## src/rtl/intersection_phase_scheduler.sv

```systemverilog
// Two-approach (NS/EW) traffic phase sequencer with pedestrian early termination.
// Emergency preemption is compiled in only when TLC_EMERGENCY_EN is defined.
module intersection_phase_scheduler #(
  parameter int GREEN_TIME  = 10,
  parameter int MIN_GREEN   = 4,
  parameter int YELLOW_TIME = 3,
  parameter int ALLRED_TIME = 1
) (
  input  logic       clk,
  input  logic       reset,
  input  logic       tick,
  input  logic       ped_req_ns,
  input  logic       ped_req_ew,
  input  logic       emergency,
  input  logic       emergency_dir,
  output logic [1:0] ns_state,
  output logic [1:0] ew_state,
  output logic       walk_ns,
  output logic       walk_ew,
  output logic [3:0] time_remaining,
  output logic [2:0] phase
);

  localparam logic [1:0] RED    = 2'b00;
  localparam logic [1:0] YELLOW = 2'b01;
  localparam logic [1:0] GREEN  = 2'b10;

  typedef enum logic [2:0] {
    NS_GREEN   = 3'd0,
    NS_YELLOW  = 3'd1,
    ALL_RED_A  = 3'd2,
    EW_GREEN   = 3'd3,
    EW_YELLOW  = 3'd4,
    ALL_RED_B  = 3'd5,
    EMERG_HOLD = 3'd6
  } phase_t;

  phase_t     phase_q, next_phase;
  logic [3:0] next_time;
  logic [3:0] elapsed_q, next_elapsed;
  logic       ped_pend_ns, ped_pend_ew, next_pend_ns, next_pend_ew;
  logic [1:0] next_ns, next_ew;
  logic       next_walk_ns, next_walk_ew;
  logic       expire, cut_ns, cut_ew;

`ifdef TLC_EMERGENCY_EN
  logic       hold_dir_q, next_hold_dir;
`else
  logic       unused_emergency;
  assign unused_emergency = emergency ^ emergency_dir;
`endif

  function automatic logic [3:0] duration(input phase_t p);
    case (p)
      NS_GREEN, EW_GREEN:   return 4'(GREEN_TIME);
      NS_YELLOW, EW_YELLOW: return 4'(YELLOW_TIME);
      ALL_RED_A, ALL_RED_B: return 4'(ALLRED_TIME);
      default:              return 4'd0;
    endcase
  endfunction

  // State register: phase, countdown, green age, pedestrian latches and registered lamps
  always_ff @(posedge clk) begin
    if (reset) begin
      phase_q        <= ALL_RED_B;
      time_remaining <= 4'(ALLRED_TIME);
      elapsed_q      <= 4'd0;
      ped_pend_ns    <= 1'b0;
      ped_pend_ew    <= 1'b0;
      ns_state       <= RED;
      ew_state       <= RED;
      walk_ns        <= 1'b0;
      walk_ew        <= 1'b0;
`ifdef TLC_EMERGENCY_EN
      hold_dir_q     <= 1'b0;
`endif
    end else begin
      phase_q        <= next_phase;
      time_remaining <= next_time;
      elapsed_q      <= next_elapsed;
      ped_pend_ns    <= next_pend_ns;
      ped_pend_ew    <= next_pend_ew;
      ns_state       <= next_ns;
      ew_state       <= next_ew;
      walk_ns        <= next_walk_ns;
      walk_ew        <= next_walk_ew;
`ifdef TLC_EMERGENCY_EN
      hold_dir_q     <= next_hold_dir;
`endif
    end
  end

  // Next-state: a green is cut short when the cross street has a waiting pedestrian
  always_comb begin
    next_phase   = phase_q;
    next_time    = time_remaining;
    next_elapsed = elapsed_q;
    expire       = (time_remaining == 4'd1);
    cut_ns       = ped_pend_ew && (({1'b0, elapsed_q} + 5'd1) >= 5'(MIN_GREEN));
    cut_ew       = ped_pend_ns && (({1'b0, elapsed_q} + 5'd1) >= 5'(MIN_GREEN));
`ifdef TLC_EMERGENCY_EN
    next_hold_dir = hold_dir_q;
`endif
    if (tick) begin
      case (phase_q)
        NS_GREEN: begin
`ifdef TLC_EMERGENCY_EN
          if (emergency) begin
            next_phase    = emergency_dir ? NS_YELLOW : EMERG_HOLD;
            next_hold_dir = emergency_dir;
          end else
`endif
          if (expire || cut_ns) next_phase = NS_YELLOW;
        end
        NS_YELLOW: if (expire) next_phase = ALL_RED_A;
        ALL_RED_A: begin
          if (expire) begin
            next_phase = EW_GREEN;
`ifdef TLC_EMERGENCY_EN
            if (emergency) begin
              next_phase    = EMERG_HOLD;
              next_hold_dir = emergency_dir;
            end
`endif
          end
        end
        EW_GREEN: begin
`ifdef TLC_EMERGENCY_EN
          if (emergency) begin
            next_phase    = emergency_dir ? EMERG_HOLD : EW_YELLOW;
            next_hold_dir = emergency_dir;
          end else
`endif
          if (expire || cut_ew) next_phase = EW_YELLOW;
        end
        EW_YELLOW: if (expire) next_phase = ALL_RED_B;
        ALL_RED_B: begin
          if (expire) begin
            next_phase = NS_GREEN;
`ifdef TLC_EMERGENCY_EN
            if (emergency) begin
              next_phase    = EMERG_HOLD;
              next_hold_dir = emergency_dir;
            end
`endif
          end
        end
`ifdef TLC_EMERGENCY_EN
        EMERG_HOLD: begin
          if (!emergency)
            next_phase = hold_dir_q ? EW_GREEN : NS_GREEN;
          else if (emergency_dir != hold_dir_q)
            next_phase = hold_dir_q ? EW_YELLOW : NS_YELLOW;
        end
`endif
        default: next_phase = ALL_RED_B;
      endcase

      if (next_phase != phase_q) begin
        next_time    = duration(next_phase);
        next_elapsed = 4'd0;
      end else if (phase_q != EMERG_HOLD && time_remaining > 4'd1) begin
        next_time = time_remaining - 4'd1;
        if (phase_q == NS_GREEN || phase_q == EW_GREEN)
          next_elapsed = elapsed_q + 4'd1;
      end
    end
  end

  // Output decode from the upcoming phase; a walk lamp only lights on green entry
  always_comb begin
    next_ns      = RED;
    next_ew      = RED;
    next_walk_ns = 1'b0;
    next_walk_ew = 1'b0;
    case (next_phase)
      NS_GREEN: begin
        next_ns      = GREEN;
        next_walk_ns = (phase_q == NS_GREEN) ? walk_ns : ped_pend_ns;
      end
      NS_YELLOW: next_ns = YELLOW;
      EW_GREEN: begin
        next_ew      = GREEN;
        next_walk_ew = (phase_q == EW_GREEN) ? walk_ew : ped_pend_ew;
      end
      EW_YELLOW: next_ew = YELLOW;
`ifdef TLC_EMERGENCY_EN
      EMERG_HOLD: begin
        if (next_hold_dir) next_ew = GREEN;
        else               next_ns = GREEN;
      end
`endif
      default: ;
    endcase
    next_pend_ns = ped_req_ns | (ped_pend_ns & ~(next_walk_ns & ~walk_ns));
    next_pend_ew = ped_req_ew | (ped_pend_ew & ~(next_walk_ew & ~walk_ew));
  end

  assign phase = phase_q;

endmodule

```

## config.mk

```make
export PLATFORM = sky130hd
export DESIGN_NAME = intersection_phase_scheduler
export DESIGN_NICKNAME = d
export VERILOG_FILES = /design/src/rtl/intersection_phase_scheduler.sv
export SDC_FILE = /design/constraint.sdc
export NUM_CORES = 1
export LEC_CHECK = 0
export ABC_CLOCK_PERIOD_IN_PS = 4200
export BUFFER_PORTS_ARGS = -buffer_cell sky130_fd_sc_hd__buf_2
export CELL_PAD_IN_SITES_DETAIL_PLACEMENT = 1
export CELL_PAD_IN_SITES_GLOBAL_PLACEMENT = 1
export CORE_MARGIN = 2
export CORE_UTILIZATION = 46
export CTS_BUF_LIST = sky130_fd_sc_hd__clkbuf_2 sky130_fd_sc_hd__clkbuf_4 sky130_fd_sc_hd__clkbuf_8
export CTS_CLUSTER_DIAMETER = 100
export DETAILED_ROUTE_END_ITERATION = 12
export GPL_TIMING_DRIVEN = 0
export PLACE_DENSITY = 0.83
export SETUP_SLACK_MARGIN = 0.4
export SYNTH_ARGS = -nofsm -noshare
export SYNTH_HDL_FRONTEND = slang
export SYNTH_SLANG_ARGS = --single-unit
```

## constraint.sdc

```tcl
create_clock -name clk -period 4.2 [get_ports clk]
set_input_delay 0.21 -clock clk [delete_from_list [all_inputs] [get_ports clk]]
set_output_delay 0.21 -clock clk [all_outputs]
set_load 0.05 [all_outputs]
```

[Yosys cells after proc, flatten, opt, wreduce, memory -nomap -nowiden]
Index checks and enable logic that the tools add are counted.
Cells by class
  $add $sub $neg: 3
  multipliers: 0
  div/mod/pow operators: 0
  $lt $le $gt $ge: 2
  eq/ne operators: 16
  shift operators: 0
  muxes and demuxes: 21
  bitwise gates (word level): 10
  reductions and logical operators: 16
Operators with widths (count)
  two-way mux 3 bit: 8
  two-way mux 4 bit: 5
  case mux 3 bit (6 select lines): 1
  == test 3 x 2 -> 1 bit, second input constant: 5
  == test 3 bit, second input constant: 5
  case mux 4 bit (3 select lines): 1
  == test 3 x 1 -> 1 bit, second input constant: 3
  zero test 3 bit: 3
  case mux 2 bit (2 select lines): 2
  OR reduction 2 bit: 3
  adder 4 x 1 -> 5 bit, second input constant: 1
  greater-or-equal comparator 5 x 3 -> 1 bit, second input constant: 1
  adder 4 x 1 -> 4 bit, second input constant: 1
  AND 1 bit: 4
  == test 4 x 1 -> 1 bit, second input constant: 1
  > comparator 4 x 1 -> 1 bit, second input constant: 1
  two-way mux 1 bit: 4
  inverter 1 bit: 4
  nonzero test 2 bit: 2
  subtractor 4 x 1 -> 4 bit, second input constant: 1
  logical AND 1 bit: 3
  logical OR 1 bit: 3
  inequality test 3 bit: 1
  inequality test 3 bit, second input constant: 1
  3 further kinds: 4
Word-level totals
  register bits after elaboration: 19
  bits in latches: 0
  RAM bits: 0
  memory bits (read-only): 0
  input port bits: 7
  output and inout port bits: 13
  word-level logic and storage cells: 77
  memories: 0

[Longest topological paths before layout]
Gate-level depths: netlist of the first run.
  depth in word-level cells: 14
  mapped depth: 8
  gate-level depth less buffers: 7

[Worst setup path after synthesis of the first run]
Ideal clock, no wire load.
  path kind: register to register
  from: register time_remaining[1]
  to: register elapsed_q[3]
  arrival: 2298 ps
  slack: 1828 ps
  cell stages (with the launch flop): 8
  path buffers: 0
  period minus slack after synthesis: 2372 ps
  cells stage by stage: dfxtp_1 inv_1 ha_1 or2_1 a221oi_4 nand4_1 or4_1 a31oi_1
Between the ends
  cells in the longest elaborated chain, start to end: 8
RTL lines
  start: declaration: line 20  | output logic [3:0] time_remaining,
  start signal: assignment: line 66  | time_remaining <= 4'(ALLRED_TIME);
  start signal: assignment: line 79  | time_remaining <= next_time;
  == test 4 x 1 -> 1 bit: line 98  | expire = (time_remaining == 4'd1);
  logical OR 1 bit, on equally long branches: line 134, 113
  two-way mux 3 bit, on equally long branches: line 134, 113
  case mux 3 bit (6 select lines): line 105  | case (phase_q)
  two-way mux 3 bit: line 104  | if (tick) begin
  inequality test 3 bit: line 159  | if (next_phase != phase_q) begin
  nonzero test 2 bit (no source line)
  AND reduction 3 bit (no source line)
  end signal: assignment: line 80  | elapsed_q <= next_elapsed;
  end: declaration: line 40  | logic [3:0] elapsed_q, next_elapsed;
Parallel ways exist; a longest one is shown, timed or not. The select of a mux whose other input is x is not followed.
A chain may end at the register's enable or synchronous reset.

[Worst setup path in the final report of the first run]
  from: register time_remaining[0]
  to: register elapsed_q[3]
Same word-level chain as after synthesis.

==> metrics, run 1 <==
cell taking the most area after synthesis=sky130_fd_sc_hd__dfxtp_1; number of enable-type register cells in the synthesized netlist=0; Wirelength per Cell=16.0 um; post-layout total power=0.000883 W; via density per instance=5.97; logic depth of the worst register-to-register path=7; area of the die=2930 um^2; maximum buffer depth of the clock tree=2; critical register-to-register path startpoint=time_remaining[0]; run status=finished clean; final critical-path required period=2.19 ns; total number of clock tree sinks=19; library cell used as clock root buffer=sky130_fd_sc_hd__clkbuf_4; number of buffers inserted during clock tree synthesis=3; end of the worst register-to-register path=elapsed_q[3]; main area contributors after synthesis=sky130_fd_sc_hd__dfxtp_1 33%, sky130_fd_sc_hd__ha_1 4.3%, sky130_fd_sc_hd__nor2_1 4.2%; clock-pin slew on the worst setup and hold paths=0.11 ns; Avg Inst Size Synth=8.49 um^2; number of global-route vias before repair=1027; Post CTS Setup Buffer Count=0; share of post-route cells with drive strength above 1=0.224; ports placed on the boundary=20; peak supply drop=0.334 mV; endpoint of the worst hold path=ped_pend_ew; number of nets with antenna violations after detailed routing=0; count of hold-fix buffers inserted at cts=0; critical path data arrival time=2.43 ns; number of placed instances, taps included=182; power density normalized to cell area=678 nW/um^2; maximum number of pins on one net before global-route repair=11; number of standard cells in the layout, taps in and fillers out=186; commonest non-fill, non-tap cells in the layout=19 x sky130_fd_sc_hd__buf_2, 19 x sky130_fd_sc_hd__dfxtp_1, 13 x sky130_fd_sc_hd__nor2_1; multiplexer share of the synthesized area=0.0173; Synth Area in Compound Gates=0.247; global-route wire length before repair=4800 um; post-synthesis cell count=136; type of destination of the critical path=register; floorplan core area=2430 um^2; Netlist cell types=49; sequential element share of the synthesized area=0.329; post-synthesis adder-cell area fraction=0.0433; startpoint type of the worst setup path=register; main combinational cell family by area after synthesis=simple AND/OR/NAND/NOR gates; start point of the worst hold path=ped_req_ew; worst slew pin tran=0.577 ns; wire length after detailed routing=2970 um; routability-driven placement congestion ratio=0.780; predominant post-synthesis flop cell=sky130_fd_sc_hd__dfxtp_1; total number of yosys warnings=0; DRC violations left=0; Vias=1111; Port Buffer Count=16; clock tree from TritonCTS=done; Initial Util=0.475; relative slew slack=0.612; Max Clk Rate=456 MHz; maximum clock skew at final layout=0.00589 ns; hold-critical path depth=3; Synth Area in XOR/XNOR=0.00758; number of endpoints with negative hold slack in the final report=0; worst-skew pair later-pin latency=0.30 ns; Setup Viol. Count Final=0; Simple-Gate Fraction of Synth Area=0.307; number of design-rule violations left by the first detailed-router iteration=12; deepest level of the CTS H-tree=1; CP Max Fanout=6; accumulated negative setup slack=0 ns; class of the most critical hold timing path=input port to register; detailed-placement wirelength estimate=2250 um; Post-Syn Area=1150 um^2; fin nets=168; post_cts resized=0; number of diodes=0; vertical die dimension=54.1 um; final global-route overflow total=0; classification of the worst setup path=register to register; max-cap viol count=0; final clock period utilization by the worst path=0.523; antenna violations before repair=0; Slew Viols, Final=0; first-pass iteration count of the detailed router=4; Static Leakage=0.548 nW; post-synthesis to final-layout area growth=12.8%; flop-to-flop setup slack=2.01 ns; setup repair after global routing missed its margin=false; async set or reset register ratio after synthesis=0; final cell utilization of the core=0.535; Total Routing Usage GR=0.229; row count=18; synthesized flop and latch total=19; net count after synthesis=147; required time at the endpoint of the critical path=4.43 ns; area share of the largest cell type after synthesis=0.329; die width=54.1 um
==> logic make-up (layout without fill, tap and decap cells) <==
| kind of cell | Yosys count | count (layout) |
|---|---|---|
| fa+ha+maj | 4 | 4 |
| simple gates | 64 | 64 |
| buf+inv | 13 | 33 |
| compound gates | 33 | 33 |
| mux | 2 | 2 |
| flops | 19 | 19 |
| xor+xnor | 1 | 1 |
==> how the worst max path moves through the flow <==
stage                       from            to  slack [ns]  cells after the start
6_report       time_remaining[0]  elapsed_q[3]        2.01                      7
5_1_grt        time_remaining[0]  elapsed_q[3]        1.85                      7
4_1_cts        time_remaining[0]  elapsed_q[3]        2.00                      7
3_5_place_dp   time_remaining[0]  elapsed_q[3]        2.02                      7
3_3_place_gp   time_remaining[0]  elapsed_q[3]        2.10                      7
2_1_floorplan  time_remaining[1]  elapsed_q[3]        1.83                      7
==> metrics by stage <==
stage,instance area [um^2],hold slack [ns],worst slack [ns]
after detailed placement,1270,0.505,2.02
after global placement,1270,0.490,2.10
after floorplan,1150,0.377,1.83
after global routing,1300,0.183,1.85
final,1300,0.180,2.01
after CTS,1300,0.173,2.00
==> worst max-delay path, cell delays in order, from the launching register on <==
cell and delay [ns]:
sky130_fd_sc_hd__dfxtp_1 0.45, sky130_fd_sc_hd__inv_1 0.09, sky130_fd_sc_hd__ha_1 0.21, sky130_fd_sc_hd__or2_1 0.26, sky130_fd_sc_hd__a221oi_4 0.38, sky130_fd_sc_hd__nand4_1 0.16
sky130_fd_sc_hd__or4_1 0.41, sky130_fd_sc_hd__a31oi_1 0.17
==> Yosys cell counts (3+ instances only) <==
master                     count
sky130_fd_sc_hd__or2_1         3
sky130_fd_sc_hd__buf_2         3
sky130_fd_sc_hd__nor3_1        8
sky130_fd_sc_hd__dfxtp_1      19
sky130_fd_sc_hd__nor2_1       13
sky130_fd_sc_hd__nand4_1       3
sky130_fd_sc_hd__inv_1         6
sky130_fd_sc_hd__o21ai_0       5
sky130_fd_sc_hd__clkbuf_1      3
sky130_fd_sc_hd__nand3_1       4
sky130_fd_sc_hd__nand2b_1      6
sky130_fd_sc_hd__a21oi_1       3
sky130_fd_sc_hd__nand2_1      12
sky130_fd_sc_hd__ha_1          4
==> area by class of cell <==
type | instances | area (um^2)
Buffer | 7 | 33.8
Clock buffer | 4 | 30.0
Fill cell | 308 | 1130
Inverter | 6 | 22.5
Multi-Input combinational cell | 104 | 718
Sequential cell | 19 | 380
Tap cell | 30 | 37.5
Timing Repair Buffer | 16 | 80.1
==> metal layers <==
metal | vias up | global-route usage | share of wire
met5 | - | 0 | 0
met4 | 0 | 0.0958 | 0.013
met3 | 4 | 0.0278 | 0.024
met2 | 15 | 0.404 | 0.49
met1 | 549 | 0.278 | 0.47
li1 | 543 | - | -
==> power by group <==
group | total [W] | internal [W] | leakage [nW] | switching [W]
clock network | 0.000101 | 0.0000435 | 0.0184 | 0.0000580
logic | 0.000530 | 0.000173 | 0.375 | 0.000357
registers | 0.000251 | 0.000215 | 0.155 | 0.0000364
total | 0.000883 | 0.000432 | 0.548 | 0.000451
==> flip-flops by register name (all words and copies together), names as in the netlist <==
signal	cells
ped_pend_ew	1
walk_ns	1
elapsed_q	4
ped_pend_ns	1
walk_ew	1
phase	3
ew_state	2
time_remaining	4
ns_state	2
Power figures use the tool's default switching activity.
==> run 2: changes to the inputs <==
--- a/config.mk
+++ b/config.mk
@@ -5,17 +5,17 @@
 export SDC_FILE = /design/constraint.sdc
 export NUM_CORES = 1
 export LEC_CHECK = 0
-export ABC_CLOCK_PERIOD_IN_PS = 4200
+export ABC_CLOCK_PERIOD_IN_PS = 1800
 export BUFFER_PORTS_ARGS = -buffer_cell sky130_fd_sc_hd__buf_2
 export CELL_PAD_IN_SITES_DETAIL_PLACEMENT = 1
 export CELL_PAD_IN_SITES_GLOBAL_PLACEMENT = 1
 export CORE_MARGIN = 2
-export CORE_UTILIZATION = 46
+export CORE_UTILIZATION = 38
 export CTS_BUF_LIST = sky130_fd_sc_hd__clkbuf_2 sky130_fd_sc_hd__clkbuf_4 sky130_fd_sc_hd__clkbuf_8
 export CTS_CLUSTER_DIAMETER = 100
 export DETAILED_ROUTE_END_ITERATION = 12
 export GPL_TIMING_DRIVEN = 0
-export PLACE_DENSITY = 0.83
+export PLACE_DENSITY = 0.73
 export SETUP_SLACK_MARGIN = 0.4
 export SYNTH_ARGS = -nofsm -noshare
 export SYNTH_HDL_FRONTEND = slang
==> constraint.sdc (replaced) <==
create_clock -name clk -period 1.8 [get_ports clk]
set_input_delay 0.09 -clock clk [delete_from_list [all_inputs] [get_ports clk]]
set_output_delay 0.09 -clock clk [all_outputs]
set_load 0.05 [all_outputs]
==> metrics, run 2 (synthesis gave the netlist of run 1 again) <==
number of design-rule violations left by the first detailed-router iteration=33 (+21); setup repair after global routing missed its margin=true; via density per instance=5.81 (-2.7%); crit-path leading delay family=simple AND/OR/NAND/NOR gates; detailed-placement wirelength estimate=2350 um (+4.4%); part of the total power dissipated in sequential elements=0.218 (-0.067); maximum clock skew at final layout=0.0111 ns (+0.00517 ns); number of nets with antenna violations after detailed routing=0 (unchanged); number of endpoints with negative hold slack in the final report=0 (unchanged); final cell utilization of the core=0.566 (+0.0309); Vias=1221 (+9.9%); Max Clk Rate=518 MHz (+14%); first-pass iteration count of the detailed router=4 (unchanged); run status=finished with violations; vertical die dimension=59.1 um (+9.3%); area of the die=3500 um^2 (+19%); number of diodes=0 (unchanged); DRC violations left=0 (unchanged); count of hold-fix buffers inserted at cts=0 (unchanged); stages on the worst setup path=7 (unchanged); power share of the clock group=0.085 (-0.030); clock tree from TritonCTS=done; Wirelength per Cell=17.9 um (+12%); ports placed on the boundary=20 (unchanged); CP Launch Point=time_remaining[0]; combinational share of power=0.697 (+0.097); end point of the critical path=elapsed_q[3]; CP max stage cell=sky130_fd_sc_hd__or4_1; final clock period utilization by the worst path=1.07 (+0.550); violations in the final reports=negative setup slack; class of the most critical hold timing path=input port to register; row count=20 (+2); routability-driven placement congestion ratio=0.815 (+4.5%); final critical-path setup slack=-0.130 ns (-2.14 ns); CP Cell Sequence=inv_4, ha_4, or2_4, a221oi_4, nand4_1, or4_1, a31oi_1; maximum number of pins on one net before global-route repair=13 (+2); Int Pwr=0.00148 W (+240%); share of post-route cells with drive strength above 1=0.480 (+0.256); clock-pin slew on the worst setup and hold paths=0.13 ns (+0.02 ns); logic depth of the worst register-to-register path=7 (unchanged); worst slew pin tran=0.609 ns (+0.0315 ns); library cell used as clock root buffer=sky130_fd_sc_hd__clkbuf_4; flop-to-flop setup slack=-0.13 ns (-2.14 ns); final global-route overflow total=0 (unchanged); maximum buffer depth of the clock tree=2 (unchanged); deepest level of the CTS H-tree=1 (unchanged); max-cap viol count=0 (unchanged); critical register-to-register path startpoint=time_remaining[0]; antenna violations before repair=0 (unchanged); total number of clock tree sinks=19 (unchanged); final critical-path required period=1.93 ns (-0.265 ns); Initial Util=0.388 (-0.0870); required time at the endpoint of the critical path=2.06 ns (-2.37 ns); Setup Viol. Count Final=15 (+15); type of destination of the critical path=register; Total Routing Usage GR=0.237 (+0.00778); wire length after detailed routing=3770 um (+27%); startpoint type of the worst setup path=register; relative slew slack=0.594 (-0.0177); CP Max Fanout=4 (-2); worst-skew pair later-pin latency=0.32 ns (+0.02 ns); Static Leakage=0.685 nW (+25%); power density normalized to cell area=1690 nW/um^2 (+150%); classification of the worst setup path=register to register; fin nets=189 (+13%); Switching Share=0.482 (-0.0292); number of buffers inserted during clock tree synthesis=3 (unchanged); sum of buffers and inverters on the critical path=1 (unchanged); leading cell type in the layout, fill and taps excluded=sky130_fd_sc_hd__buf_2; peak supply drop=0.876 mV (+160%); post-layout total power=0.00285 W (+220%); Port Buffer Count=16 (unchanged); die width=59.1 um (+9.3%); post-synthesis to final-layout area growth=46.0%; global-route wire length before repair=6270 um (+31%); end of the worst register-to-register path=elapsed_q[3]; number of global-route vias before repair=1285 (+25%); switching power of the nets=0.00137 W (+200%); stage delay of the slowest cell on the critical path=0.42 ns (-0.03 ns); critical path data arrival time=2.19 ns (-0.24 ns); floorplan core area=2980 um^2 (+22%); commonest non-fill, non-tap cells in the layout=19 x sky130_fd_sc_hd__buf_2, 15 x sky130_fd_sc_hd__buf_4, 12 x sky130_fd_sc_hd__nand2_1; number of inserted filler cells in the final layout=365 (+19%); Slew Viols, Final=0 (unchanged)
==> run 2: worst min-delay path by stage <==
stage	startpoint	end	slack [ns]	cells after the start
3_5_place_dp	ped_req_ew	ped_pend_ew	0.40	3
6_report	ped_req_ew	ped_pend_ew	0.05	3
4_1_cts	ped_req_ew	ped_pend_ew	0.04	3
5_1_grt	ped_req_ew	ped_pend_ew	0.06	3
2_1_floorplan	ped_req_ew	ped_pend_ew	0.26	2
3_3_place_gp	ped_req_ew	ped_pend_ew	0.37	3
==> run 2: what timing repair did <==
item	in CTS	in global routing
buffers inserted	18	3
setup endpoints to repair	19	19
pin swaps	15	14
hold endpoints to repair	0	0
gates resized for setup	20	8
==> run 2: cell type report <==
type	count	area [um^2]	share of cell area
multi-input combinational	104	891	0.528
sequential	19	397	0.235
timing repair buffer	37	260	0.154
buffer	7	41.3	0.0245
tap	33	41.3	0.0245
inverter	6	27.5	0.0163
clock buffer	3	22.5	0.0134
clock inverter	1	6.26	0.00371
==> run 2: per-layer routing <==
| layer | global-route usage | vias up | routed length [um] |
|---|---|---|---|
| met5 | 0 | - | 0 |
| met2 | 0.414 | 23 | 2000 |
| met3 | 0.0349 | 9 | 91 |
| met4 | 0.110 | 0 | 78 |
| met1 | 0.283 | 605 | 1590 |
| li1 | - | 584 | - |
==> run 2: worst reg2reg max path: stages, from the launching register on <==
cell and delay (ns):
sky130_fd_sc_hd__dfxtp_4 0.40, sky130_fd_sc_hd__inv_4 0.05, sky130_fd_sc_hd__ha_4 0.15, sky130_fd_sc_hd__or2_4 0.26, sky130_fd_sc_hd__a221oi_4 0.29, sky130_fd_sc_hd__nand4_1 0.17, sky130_fd_sc_hd__or4_1 0.43, sky130_fd_sc_hd__a31oi_1 0.13
==> run 2: per-stage QoR <==
step / cell area, um^2 / setup TNS, ns / hold slack (ns) / instances / setup WS [ns]
6_report: 1690 / -0.801 / 0.0483 / 210 / -0.130
5_1_grt: 1690 / -2.37 / 0.0639 / 210 / -0.212
4_1_cts: 1630 / -0.393 / 0.0401 / 207 / -0.102
3_5_place_dp: 1370 / -2.41 / 0.397 / 185 / -0.295
3_3_place_gp: 1370 / -1.49 / 0.373 / 185 / -0.255
2_1_floorplan: 1250 / -0.420 / 0.257 / 136 / -0.141
==> run 2: power groups by stage <==
| stage | clock [W] | combinational (W) | sequential (W) |
|---|---|---|---|
| 3_3_place_gp | 0 | 0.00139 | 0.000617 |
| 4_1_cts | 0.000251 | 0.00184 | 0.000622 |
| 3_5_place_dp | 0 | 0.00142 | 0.000623 |
| 6_report | 0.000243 | 0.00199 | 0.000621 |
| 5_1_grt | 0.000257 | 0.00213 | 0.000634 |
| 2_1_floorplan | 0 | 0.000881 | 0.000865 |
==> run 3: changes to the inputs <==
--- a/config.mk
+++ b/config.mk
@@ -20,3 +20,4 @@
 export SYNTH_ARGS = -nofsm -noshare
 export SYNTH_HDL_FRONTEND = slang
 export SYNTH_SLANG_ARGS = --single-unit
+export TNS_END_PERCENT = 50
==> metrics, run 3 (synthesis gave the netlist of run 1 again) <==
deepest level of the CTS H-tree=1 (unchanged); share of post-route cells with drive strength above 1=0.453 (-0.0267); type of destination of the critical path=register; final clock period utilization by the worst path=1.12 (+0.0452); number of global-route vias before repair=1267 (-1.4%); final critical-path setup slack=-0.211 ns (-0.0814 ns); global-route wire length before repair=6050 um (-3.4%); final critical-path required period=2.01 ns (+0.0814 ns); wire length after detailed routing=3780 um (+0.35%); clock-pin slew on the worst setup and hold paths=0.12 ns (about the same); DRC violations left=0 (unchanged); vertical die dimension=59.1 um (unchanged); setup repair after global routing missed its margin=true; number of diodes=0 (unchanged); number of design-rule violations left by the first detailed-router iteration=23 (-30%); critical path data arrival time=2.26 ns (+0.07 ns); Total Routing Usage GR=0.232 (-0.00520); post-route design area=1630 um^2 (-3.6%); final global-route overflow total=0 (unchanged); number of standard cells in the layout, taps in and fillers out=205 (-2.4%); Setup Viol. Count Final=10 (-5); Final Hold Slack=0.0420 ns (-0.00632 ns); number of buffers inserted during clock tree synthesis=3 (unchanged); leading cell type in the layout, fill and taps excluded=sky130_fd_sc_hd__buf_2; Wirelength per Cell=18.4 um (+2.8%); via density per instance=5.80 (-0.33%); antenna violations before repair=0 (unchanged); number of placed instances, taps included=185 (unchanged); Vias=1188 (-2.7%); number of endpoints with negative hold slack in the final report=0 (unchanged); Static Leakage=0.652 nW (-4.8%); routability-driven placement congestion ratio=0.785 (-3.7%); commonest non-fill, non-tap cells in the layout=19 x sky130_fd_sc_hd__buf_2, 13 x sky130_fd_sc_hd__buf_4, 12 x sky130_fd_sc_hd__nand2_1, 12 x sky130_fd_sc_hd__nor2_1, 11 x sky130_fd_sc_hd__dfxtp_1; DP Area=1370 um^2 (unchanged); worst slew pin tran=0.684 ns (+0.0750 ns); Port Buffer Count=16 (unchanged); multi-input gate area in the final layout=882 um^2 (-0.98%); CP Max Fanout=4 (unchanged); detailed-placement wirelength estimate=2390 um (+1.8%); library cell used as clock root buffer=sky130_fd_sc_hd__clkbuf_4; row count=20 (unchanged); relative slew slack=0.544 (-0.0500); violations in the final reports=negative setup slack; maximum number of pins on one net before global-route repair=11 (-2); worst-skew pair later-pin latency=0.32 ns (about the same); peak supply drop=0.764 mV (-13%); Slew Viols, Final=0 (unchanged); floorplan core area=2980 um^2 (unchanged); fin nets=184 (-2.6%); final cell utilization of the core=0.546 (-0.0206); maximum buffer depth of the clock tree=2 (unchanged); first-pass iteration count of the detailed router=4 (unchanged); post-layout total power=0.00266 W (-6.6%); total number of clock tree sinks=19 (unchanged); power density normalized to cell area=1640 nW/um^2 (-3.0%); clock tree from TritonCTS=done; max-cap viol count=0 (unchanged); count of hold-fix buffers inserted at cts=0 (unchanged); number of inserted filler cells in the final layout=335 (-8.2%); maximum clock skew at final layout=0.00178 ns (-0.00928 ns); ports placed on the boundary=20 (unchanged); startpoint type of the worst setup path=register; Register Area=395 um^2 (-0.32%); Max Clk Rate=497 MHz (-4.0%); class of the most critical hold timing path=input port to register; number of nets with antenna violations after detailed routing=0 (unchanged); run status=finished with violations; post-synthesis to final-layout area growth=40.7%; area of the die=3500 um^2 (unchanged); classification of the worst setup path=register to register; required time at the endpoint of the critical path=2.05 ns (about the same); die width=59.1 um (unchanged); Initial Util=0.388 (unchanged)
[run 3: layer usage]
metal,vias to the layer above,global-route usage,part of all wire
met5,-,0,0
met4,0,0.114,0.036
met3,11,0.0306,0.026
met2,24,0.422,0.52
met1,582,0.262,0.42
li1,571,-,-
[run 3: repair_timing]
action | in CTS | in global routing
pin swaps | 15 | 4
resized for setup | 15 | 7
buffers inserted | 13 | 3
endpoints found under the setup margin | 19 | 19
[run 3: final cells by class]
cell class | count | share of cell area
buffer | 7 | 0.0231
tap | 33 | 0.0254
multi-input combinational | 104 | 0.543
timing repair buffer | 32 | 0.130
sequential | 19 | 0.243
inverter | 6 | 0.0169
clock buffer | 4 | 0.0185
[run 3: power breakdown]
group / internal, W / switching, W / total (W) / leakage, nW
Clock: 0.000102 / 0.000153 / 0.000255 / 0.0184
Combinational: 0.000706 / 0.00108 / 0.00179 / 0.477
Sequential: 0.000520 / 0.000100 / 0.000620 / 0.157
[run 3: worst max-delay path, stage by stage (launching register included)]
cell,delay (ns)
sky130_fd_sc_hd__dfxtp_4,0.41
sky130_fd_sc_hd__inv_4,0.05
sky130_fd_sc_hd__ha_4,0.15
sky130_fd_sc_hd__or2_4,0.26
sky130_fd_sc_hd__a221oi_4,0.35
sky130_fd_sc_hd__nand4_1,0.17
sky130_fd_sc_hd__or4_1,0.42
sky130_fd_sc_hd__a31oi_1,0.14
[run 3: stage by stage]
| stage | TNS [ns] | worst slack (ns) |
|---|---|---|
| floorplan | -0.421 | -0.142 |
| global placement | -1.68 | -0.244 |
| detailed placement | -2.33 | -0.312 |
| finish | -0.582 | -0.211 |
| global route | -1.92 | -0.305 |
| CTS | -0.330 | -0.179 |
[run 3: worst paths after layout]
path                      from                 to  slack [ns]  depth (start not counted)
max          time_remaining[0]       elapsed_q[3]       -0.21                          7
min                 ped_req_ew        ped_pend_ew        0.04                          3
max reg2reg  time_remaining[0]       elapsed_q[3]       -0.21                          7
min reg2reg  time_remaining[2]  time_remaining[2]        0.55                          2
